--- src/rtl/alu_writeback_if.sv ---
// Upstream ALU-result bus and register-file write bus of the ALU writeback stage.
// The master side is the surrounding pipeline; the slave side is the stage itself.
interface alu_writeback_if #(
  parameter int DATA_WIDTH = 8,
  parameter int ADDR_WIDTH = 5
);
  logic                  in_valid;
  logic                  in_ready;
  logic [7:0]            opsel;
  logic [ADDR_WIDTH-1:0] rd_addr;
  logic [DATA_WIDTH-1:0] rd_val;
  logic [DATA_WIDTH-1:0] rr_val;
  logic [DATA_WIDTH-1:0] alu_out;
  logic                  wb_valid;
  logic                  wb_ready;
  logic [ADDR_WIDTH-1:0] wb_addr;
  logic [DATA_WIDTH-1:0] wb_data;

  modport master (
    output in_valid, opsel, rd_addr, rd_val, rr_val, alu_out, wb_ready,
    input  in_ready, wb_valid, wb_addr, wb_data
  );

  modport slave (
    input  in_valid, opsel, rd_addr, rd_val, rr_val, alu_out, wb_ready,
    output in_ready, wb_valid, wb_addr, wb_data
  );
endinterface

--- src/rtl/alu_writeback.sv ---
// One-entry pipeline register after the ALU: computes AVR-style flags, owns SREG and
// issues the result to the register-file write port over valid/ready.
module alu_writeback #(
  parameter int DATA_WIDTH = 8,
  parameter int ADDR_WIDTH = 5
) (
  input  logic                  clk,
  input  logic                  reset,
  alu_writeback_if.slave        bus,
  output logic [7:0]            sreg,
  output logic                  op_err
);

  localparam logic [7:0] OPSEL_NONE = 8'h00;
  localparam logic [7:0] OPSEL_ADD  = 8'h01;
  localparam logic [7:0] OPSEL_SUB  = 8'h02;
  localparam logic [7:0] OPSEL_AND  = 8'h03;
  localparam logic [7:0] OPSEL_OR   = 8'h04;
  localparam logic [7:0] OPSEL_XOR  = 8'h05;
  localparam logic [7:0] OPSEL_NEG  = 8'h06;

  localparam int M = DATA_WIDTH - 1;

  typedef enum logic { ST_EMPTY = 1'b0, ST_FULL = 1'b1 } state_t;

  typedef enum logic [2:0] {
    OP_NONE, OP_ADD, OP_SUB, OP_LOGIC, OP_NEG, OP_BAD
  } op_kind_t;

  state_t                state_q, state_d;
  logic [ADDR_WIDTH-1:0] wb_addr_q, wb_addr_d;
  logic [DATA_WIDTH-1:0] wb_data_q, wb_data_d;
  logic [7:0]            sreg_q, sreg_d;
  logic                  op_err_q, op_err_d;

  op_kind_t op_kind;
  logic     accept, transfer;
  logic     rd_m, rr_m, r_m;
  logic     flag_c, flag_h, flag_v, flag_n, flag_z;
  logic     update_flags;
  logic [7:0] sreg_new;

  assign bus.in_ready = (state_q == ST_EMPTY) || bus.wb_ready;
  assign bus.wb_valid = (state_q == ST_FULL);
  assign bus.wb_addr  = wb_addr_q;
  assign bus.wb_data  = wb_data_q;
  assign sreg         = sreg_q;
  assign op_err       = op_err_q;

  assign accept   = bus.in_valid && bus.in_ready;
  assign transfer = bus.wb_valid && bus.wb_ready;

  assign rd_m = bus.rd_val[M];
  assign rr_m = bus.rr_val[M];
  assign r_m  = bus.alu_out[M];

  always_comb begin
    // NOTE: every signal gets a default first so no path leaves it unassigned (no latch).
    op_kind = OP_BAD;
    case (bus.opsel)
      OPSEL_NONE: op_kind = OP_NONE;
      OPSEL_ADD:  op_kind = OP_ADD;
      OPSEL_SUB:  op_kind = OP_SUB;
      OPSEL_AND,
      OPSEL_OR,
      OPSEL_XOR:  op_kind = OP_LOGIC;
      OPSEL_NEG:  op_kind = OP_NEG;
      default:    op_kind = OP_BAD;
    endcase
  end

  // Carries come from DATA_WIDTH+1-bit sums; N, Z and V use the ALU's own result.
  always_comb begin
    flag_c       = sreg_q[0];
    flag_h       = sreg_q[5];
    flag_v       = 1'b0;
    flag_n       = r_m;
    flag_z       = (bus.alu_out == '0);
    update_flags = 1'b1;
    case (op_kind)
      OP_ADD: begin
        flag_c = ({1'b0, bus.rd_val} + {1'b0, bus.rr_val}) > {1'b0, {DATA_WIDTH{1'b1}}};
        flag_h = ({1'b0, bus.rd_val[3:0]} + {1'b0, bus.rr_val[3:0]}) > 5'd15;
        flag_v = (rd_m & rr_m & ~r_m) | (~rd_m & ~rr_m & r_m);
      end
      OP_SUB: begin
        flag_c = bus.rr_val > bus.rd_val;
        flag_h = bus.rr_val[3:0] > bus.rd_val[3:0];
        flag_v = (rd_m & ~rr_m & ~r_m) | (~rd_m & rr_m & r_m);
      end
      OP_LOGIC: flag_v = 1'b0;
      OP_NEG:   flag_c = 1'b1;
      default:  update_flags = 1'b0;
    endcase
    sreg_new = update_flags
             ? {sreg_q[7:6], flag_h, flag_n ^ flag_v, flag_v, flag_n, flag_z, flag_c}
             : sreg_q;
  end

  always_comb begin
    state_d   = state_q;
    wb_addr_d = wb_addr_q;
    wb_data_d = wb_data_q;
    sreg_d    = sreg_q;
    op_err_d  = 1'b0;
    if (accept && op_kind == OP_BAD) begin
      // An unknown op is consumed without a write; a coincident transfer still drains.
      op_err_d = 1'b1;
      if (transfer) state_d = ST_EMPTY;
    end else if (accept) begin
      state_d   = ST_FULL;
      wb_addr_d = bus.rd_addr;
      wb_data_d = bus.alu_out;
      sreg_d    = sreg_new;
    end else if (transfer) begin
      state_d = ST_EMPTY;
    end
  end

  always_ff @(posedge clk) begin
    // NOTE: non-blocking assignments so every flop samples pre-edge values.
    if (reset) begin
      state_q   <= ST_EMPTY;
      wb_addr_q <= '0;
      wb_data_q <= '0;
      sreg_q    <= 8'h00;
      op_err_q  <= 1'b0;
    end else begin
      state_q   <= state_d;
      wb_addr_q <= wb_addr_d;
      wb_data_q <= wb_data_d;
      sreg_q    <= sreg_d;
      op_err_q  <= op_err_d;
    end
  end

endmodule

--- src/flat_wrapper.sv ---
// flat-port wrapper written by rule: the top's interface ports become plain ports
module alu_writeback_flat 
#(
  parameter int DATA_WIDTH = 8,
  parameter int ADDR_WIDTH = 5
)
  (clk, reset, sreg, op_err, bus_in_valid, bus_opsel, bus_rd_addr, bus_rd_val, bus_rr_val, bus_alu_out, bus_wb_ready, bus_in_ready, bus_wb_valid, bus_wb_addr, bus_wb_data);
  alu_writeback_if #(.DATA_WIDTH(DATA_WIDTH), .ADDR_WIDTH(ADDR_WIDTH)) bus_i ();
  input  logic clk;
  input  logic reset;
  output logic [7:0] sreg;
  output logic op_err;
  input wire logic [$bits(bus_i.in_valid)-1:0] bus_in_valid;
  input wire logic [$bits(bus_i.opsel)-1:0] bus_opsel;
  input wire logic [$bits(bus_i.rd_addr)-1:0] bus_rd_addr;
  input wire logic [$bits(bus_i.rd_val)-1:0] bus_rd_val;
  input wire logic [$bits(bus_i.rr_val)-1:0] bus_rr_val;
  input wire logic [$bits(bus_i.alu_out)-1:0] bus_alu_out;
  input wire logic [$bits(bus_i.wb_ready)-1:0] bus_wb_ready;
  output wire logic [$bits(bus_i.in_ready)-1:0] bus_in_ready;
  output wire logic [$bits(bus_i.wb_valid)-1:0] bus_wb_valid;
  output wire logic [$bits(bus_i.wb_addr)-1:0] bus_wb_addr;
  output wire logic [$bits(bus_i.wb_data)-1:0] bus_wb_data;
  assign bus_i.in_valid = bus_in_valid;
  assign bus_i.opsel = bus_opsel;
  assign bus_i.rd_addr = bus_rd_addr;
  assign bus_i.rd_val = bus_rd_val;
  assign bus_i.rr_val = bus_rr_val;
  assign bus_i.alu_out = bus_alu_out;
  assign bus_i.wb_ready = bus_wb_ready;
  assign bus_in_ready = bus_i.in_ready;
  assign bus_wb_valid = bus_i.wb_valid;
  assign bus_wb_addr = bus_i.wb_addr;
  assign bus_wb_data = bus_i.wb_data;
  alu_writeback #(.DATA_WIDTH(DATA_WIDTH), .ADDR_WIDTH(ADDR_WIDTH)) u_core (.clk(clk), .reset(reset), .bus(bus_i), .sreg(sreg), .op_err(op_err));
endmodule
--- config.mk ---
export PLATFORM = sky130hd
export DESIGN_NAME = alu_writeback_flat
export DESIGN_NICKNAME = d
export VERILOG_FILES = /design/src/rtl/alu_writeback_if.sv /design/src/rtl/alu_writeback.sv /design/src/flat_wrapper.sv
export SDC_FILE = /design/constraint.sdc
export NUM_CORES = 1
export LEC_CHECK = 0
export ABC_AREA = 1
export CORE_ASPECT_RATIO = 1.5
export CORE_MARGIN = 3
export CORE_UTILIZATION = 30
export DETAILED_ROUTE_END_ITERATION = 10
export GPL_TIMING_DRIVEN = 0
export PLACE_DENSITY_LB_ADDON = 0.08
export SYNTH_ARGS = -nofsm -noshare
export SYNTH_HDL_FRONTEND = slang
export SYNTH_SLANG_ARGS = --single-unit
export TNS_END_PERCENT = 20
--- constraint.sdc ---
create_clock -name clk -period 1.2 [get_ports clk]
set_input_delay 0.12 -clock clk [delete_from_list [all_inputs] [get_ports clk]]
set_output_delay 0.12 -clock clk [all_outputs]
set_load 0.1 [all_outputs]
Word level (Yosys, flattened, before mapping)
Index checks and enable logic that the tools add are counted.

Shift operators: 0. Multiply operators: 0. Muxes and demuxes: 9. Bitwise logic cells: 16. Reduce and logical (&&, ||, !) cells: 14. Add/sub/neg operators: 2. Divide/modulo/power cells: 0. Order comparisons: 4. Equality and inequality tests: 11.

Operators with widths (number): $eq A8 B3 Y1 const B (3); $eq A8 B2 Y1 const B (2); $logic_not A8 Y1 (2); $pmux W3 S5 (1); $add A8 B8 Y9 (1); $gt A9 B8 Y1 const B (1); $and A1 B1 Y1 (8); $eq A8 B1 Y1 const B (1); $gt A8 B8 Y1 (1); $reduce_and A4 Y1 (2); $eq A3 B2 Y1 const B (2); $eq A3 B3 Y1 const B (2); $add A4 B4 Y5 (1); $gt A5 B4 Y1 const B (1); $mux W1 (5); $not A1 Y1 (5); $gt A4 B4 Y1 (1); $pmux W1 S2 (2); $reduce_or A4 Y1 (1); $eq A3 B1 Y1 const B (1); $logic_and A1 B1 Y1 (3); $pmux W1 S3 (1); $reduce_and A3 Y1 (1); $reduce_bool A3 Y1 (1); 6 further kinds (7).

Word-level logic and storage cells: 63. Output and inout port bits: 24. ROM bits: 0. Bits in latches: 0. Memory bits (writable): 0. Memories kept: 0. Flip-flop bits (word level): 21.

Longest topological paths before layout
Word-level depth: 7. Mapped depth: 13. Mapped depth without buffers: 13.

Worst setup path after synthesis
OpenSTA, ideal clock, no wires.

Kind: register to register. Start: register u_core.state_q, in the netlist u_core.bus.wb_valid. End: register u_core.wb_addr_q[0], in the netlist u_core.bus.wb_addr[0]. Arrival time: 2793 ps. Required time: 1081 ps. Setup slack: -1712 ps. Cell stages (with the launch flop): 8. Cell sequence: dfxtp_1 -> nand2_1 -> nand2_1 -> inv_1 -> buf_2 -> buf_4 -> a21oi_1 -> nor2_1.

Longest elaborated chain between the ends: 6.

Ends and longest elaborated chain: start, declared (line alu_writeback.sv:30) `state_t state_q, state_d;`; start signal, assigned (line alu_writeback.sv:129) `state_q <= state_d;`; $not A1 Y1 (*) (line alu_writeback.sv:43) `assign bus.in_ready = (state_q == ST_EMPTY) || bus.wb_ready;`; $logic_or A1 B1 Y1 (*) (line alu_writeback.sv:43); named net bus_in_ready (line flat_wrapper.sv:20) `output wire logic [$bits(bus_i.in_ready)-1:0] bus_in_ready;`; $logic_and A1 B1 Y1 (*) (line alu_writeback.sv:50) `assign accept = bus.in_valid && bus.in_ready;`; $logic_and A1 B1 Y1 (line alu_writeback.sv:106) `if (accept && op_kind == OP_BAD) begin`; $not A1 Y1 (no source line); $reduce_and A2 Y1 (no source line) (*); end signal, assigned (line alu_writeback.sv:130) `wb_addr_q <= wb_addr_d;`; end, declared (line alu_writeback.sv:31) `logic [ADDR_WIDTH-1:0] wb_addr_q, wb_addr_d;`.

The timed path passes the listed nets; every way through them passes the cells marked *. A chain may end at the register's enable or synchronous reset.

Worst setup path in the final report
Start: register u_core.wb_addr_q[1], in the netlist u_core.bus.wb_addr[1]. End: output bus_wb_addr[1].

RTL lines: end, declared (line flat_wrapper.sv:22) `output wire logic [$bits(bus_i.wb_addr)-1:0] bus_wb_addr;`.

No word-level cell between the ends.

==> reports/metrics.cfg <==
[setup_path]
cp_slowest_cell=buf_2
r2r.worst_path.cells=7
cp-startpoint=u_core.bus.wb_addr[1]$_SDFFE_PP0P_
required_ns=1.08
cp-end-kind=primary output
ff2ff_setup_slack_ns=0.08
r2r_start=u_core.bus.wb_valid$_SDFF_PP0_
path_depth=1
arrival_ns=1.04
cpPeakStageDelay_ns=0.43
start_kind=register
crit_chain=buf_2
cp_max_fo=2
crit_type=register to primary output
crit_buf_inv=1
crit_family=buffers and inverters

[placement]
gp_congestion=0.785
port_buffers=62
dp_hpwl_um=3380

[power_and_ir_drop]
ir_drop_v=0.000340
seq_power_share_pct=39.3
p_leak_nw=1.33
clock_power_share_pct=26.2
p_sw_share_pct=34.4
powerDensity_nw_per_um2=697
power.switching_mw=0.624
combPwrFrac_pct=34.5
p_int_mw=1.19

[route]
drtAntennaViolNets=0
routed_wl_um=4470
firstDrtPassIters=4
drc_errors=0
drt_iter0_markers=76
avgRoutedWirePerCell_um=11.2
vias_per_cell=4.42
num_vias=1760

[clock_tree]
clk_latency_ns=0.26
cts-root-buf=clkbuf_8
cts_tree=done
cts_buffers=3
cts_hold_buf=0
htreeDepth=1
clockBufferDepth=2
cts.sinks=21
clk_pin_slew_ns=0.08

[min_path]
holdPathStages=3
hold_start=bus_alu_out[7]
hold_class=primary input to register

[die]
boundaryPins=65
core_region_area_um2=5200
die_x_um=66.2
start_util_pct=31.3
num_rows=32
dieArea_um2=6370
die_y_um=96.3

[timing]
setup_tns_ns=0
post-route-period-util_pct=97.1
min_period_ns=1.16
fmax_ghz=0.858
finalSetupViolations=0
finClkSkew_ns=0.00535
drv_slew=0
rsz0062_at_grt=yes
hold_viol_final=0

[finish]
seq_area_um2=424
syn_to_final_growth_pct=59.5
fin_util_pct=50.0
drive_gt1_share_pct=34.5
fillers=550
nets=390
multiInputGateArea_um2=1190
antenna_cells=0

[synth]
syn_area_um2=1630
yosysWarnings=0
syn_avg_cell_area_um2=6.47
yosysMostFrequentCell=nand2_1
ys_top_cells_by_area=dfxtp_1, nand2_1, ha_1
syn_inst=252
ys.flop_type=dfxtp_1
synth_top_area_cell=dfxtp_1
synthTopCellsByCount=nand2_1, inv_1, nor2_1
synth_top_area_share_pct=25.8
yosysSeqAreaShare_pct=25.8
synthArstFlopShare_pct=0
synth_seq_cells=21
ys_types=26
synth-edff-count=0

[grt]
grt_use_total_pct=14.2
grt_start_max_net_pins=13
grt_first_pass_wirelength_um=7110
grt_pass1_vias=1756
grt_antenna_before_repair=0
gr-total-overflow=0

[outcome]
status=finished, final reports clean

[job]
maxCapViolCount=0

cell usage in the layout (no fill, tap or decap), drive strengths merged:
| master | count |
|---|---|
| a21oi | 20 |
| a311oi | 1 |
| buf | 34 |
| clkbuf | 20 |
| clkdlybuf4s15 | 9 |
| clkdlybuf4s50 | 15 |
| clkinv | 2 |
| conb | 2 |
| dfxtp | 21 |
| dlygate4sd2 | 3 |
| dlymetal6s2s | 3 |
| fa | 1 |
| ha | 17 |
| inv | 46 |
| nand2 | 65 |
| nand3 | 22 |
| nand4 | 1 |
| nor2 | 38 |
| nor3 | 2 |
| nor4 | 2 |
| o21ai | 5 |
| o21bai | 1 |
logic make-up (layout without fill, tap and decap cells):
| group | Yosys count | in the layout | synth area share, % |
|---|---|---|---|
| and+or+nand+nor | 130 | 130 | 33.9 |
| AOI/OAI and AO/OA | 27 | 27 | 11.4 |
| buffers and inverters | 55 | 132 | 14.4 |
| adders and majority gates | 18 | 18 | 14.3 |
| other | 1 | 2 | 0.230 |
| DFF | 21 | 21 | 25.8 |
cell type report:
class	instances	area share, %
multi-input cells	177	45.7
repair buffers	73	22.9
flip-flops and latches	21	16.3
inverters	47	6.83
well taps	68	3.27
plain buffers	8	3.22
clock buffers	3	1.59
clock inverters	1	0.192
per-stage QoR:
step	power, mW	instances	setup slack (ns)	cell area [um2]	hold slack, ns
3_5_place_dp	1.30	383	-0.821	2410	0.460
4_1_cts	1.80	396	-0.108	2520	0.400
3_3_place_gp	1.30	383	-0.822	2410	0.456
6_report	1.81	398	0.0350	2600	0.409
2_1_floorplan	1.07	253	-0.278	1700	0.189
5_1_grt	1.92	398	-0.0762	2600	0.437
tightest hold or removal path, cell delays in order:
cell and delay (ns):
dlygate4sd2_1 0.33, o21ai_1 0.12, nor2_1 0.08
what timing repair did:
item / 4_1_cts / 5_1_grt
setup buffers: 8 / 2
gates resized for setup: 162 / 60
setup endpoints to repair: 43 / 26
cloned: 1 / 0
pin swaps: 10 / 17
layer usage:
layer / share of wire, % / global-route usage (%) / vias up
met2: 58 / 28.7 / 43
met4: 2.5 / 6.78 / 0
li1: - / - / 930
met1: 35 / 13.3 / 779
met3: 5.4 / 2.34 / 8
met5: 0 / 0 / -
power groups by stage:
stage / sequential (mW) / combinational [mW] / clock (mW)
after floorplan: 0.803 / 0.265 / 0
final: 0.713 / 0.625 / 0.476
after global placement: 0.730 / 0.568 / 0
after global routing: 0.714 / 0.686 / 0.520
after CTS: 0.713 / 0.597 / 0.493
after detailed placement: 0.730 / 0.571 / 0
path summary, 6_finish.rpt:
check / endpoint
worst max-delay path: bus_wb_addr[1]
worst min-delay path: u_core.sreg[2]$_SDFFE_PP0P_
worst max register to register: u_core.bus.wb_data[1]$_SDFFE_PP0P_
worst min register to register: u_core.bus.wb_addr[4]$_SDFFE_PP0P_
sequential cells by signal (all words and copies together) (netlist names):
signal,count
u_core.bus.wb_valid,1
u_core.bus.wb_addr,5
u_core.sreg,6
u_core.bus.wb_data,8
u_core.op_err,1
Power figures use the tool's default switching activity.
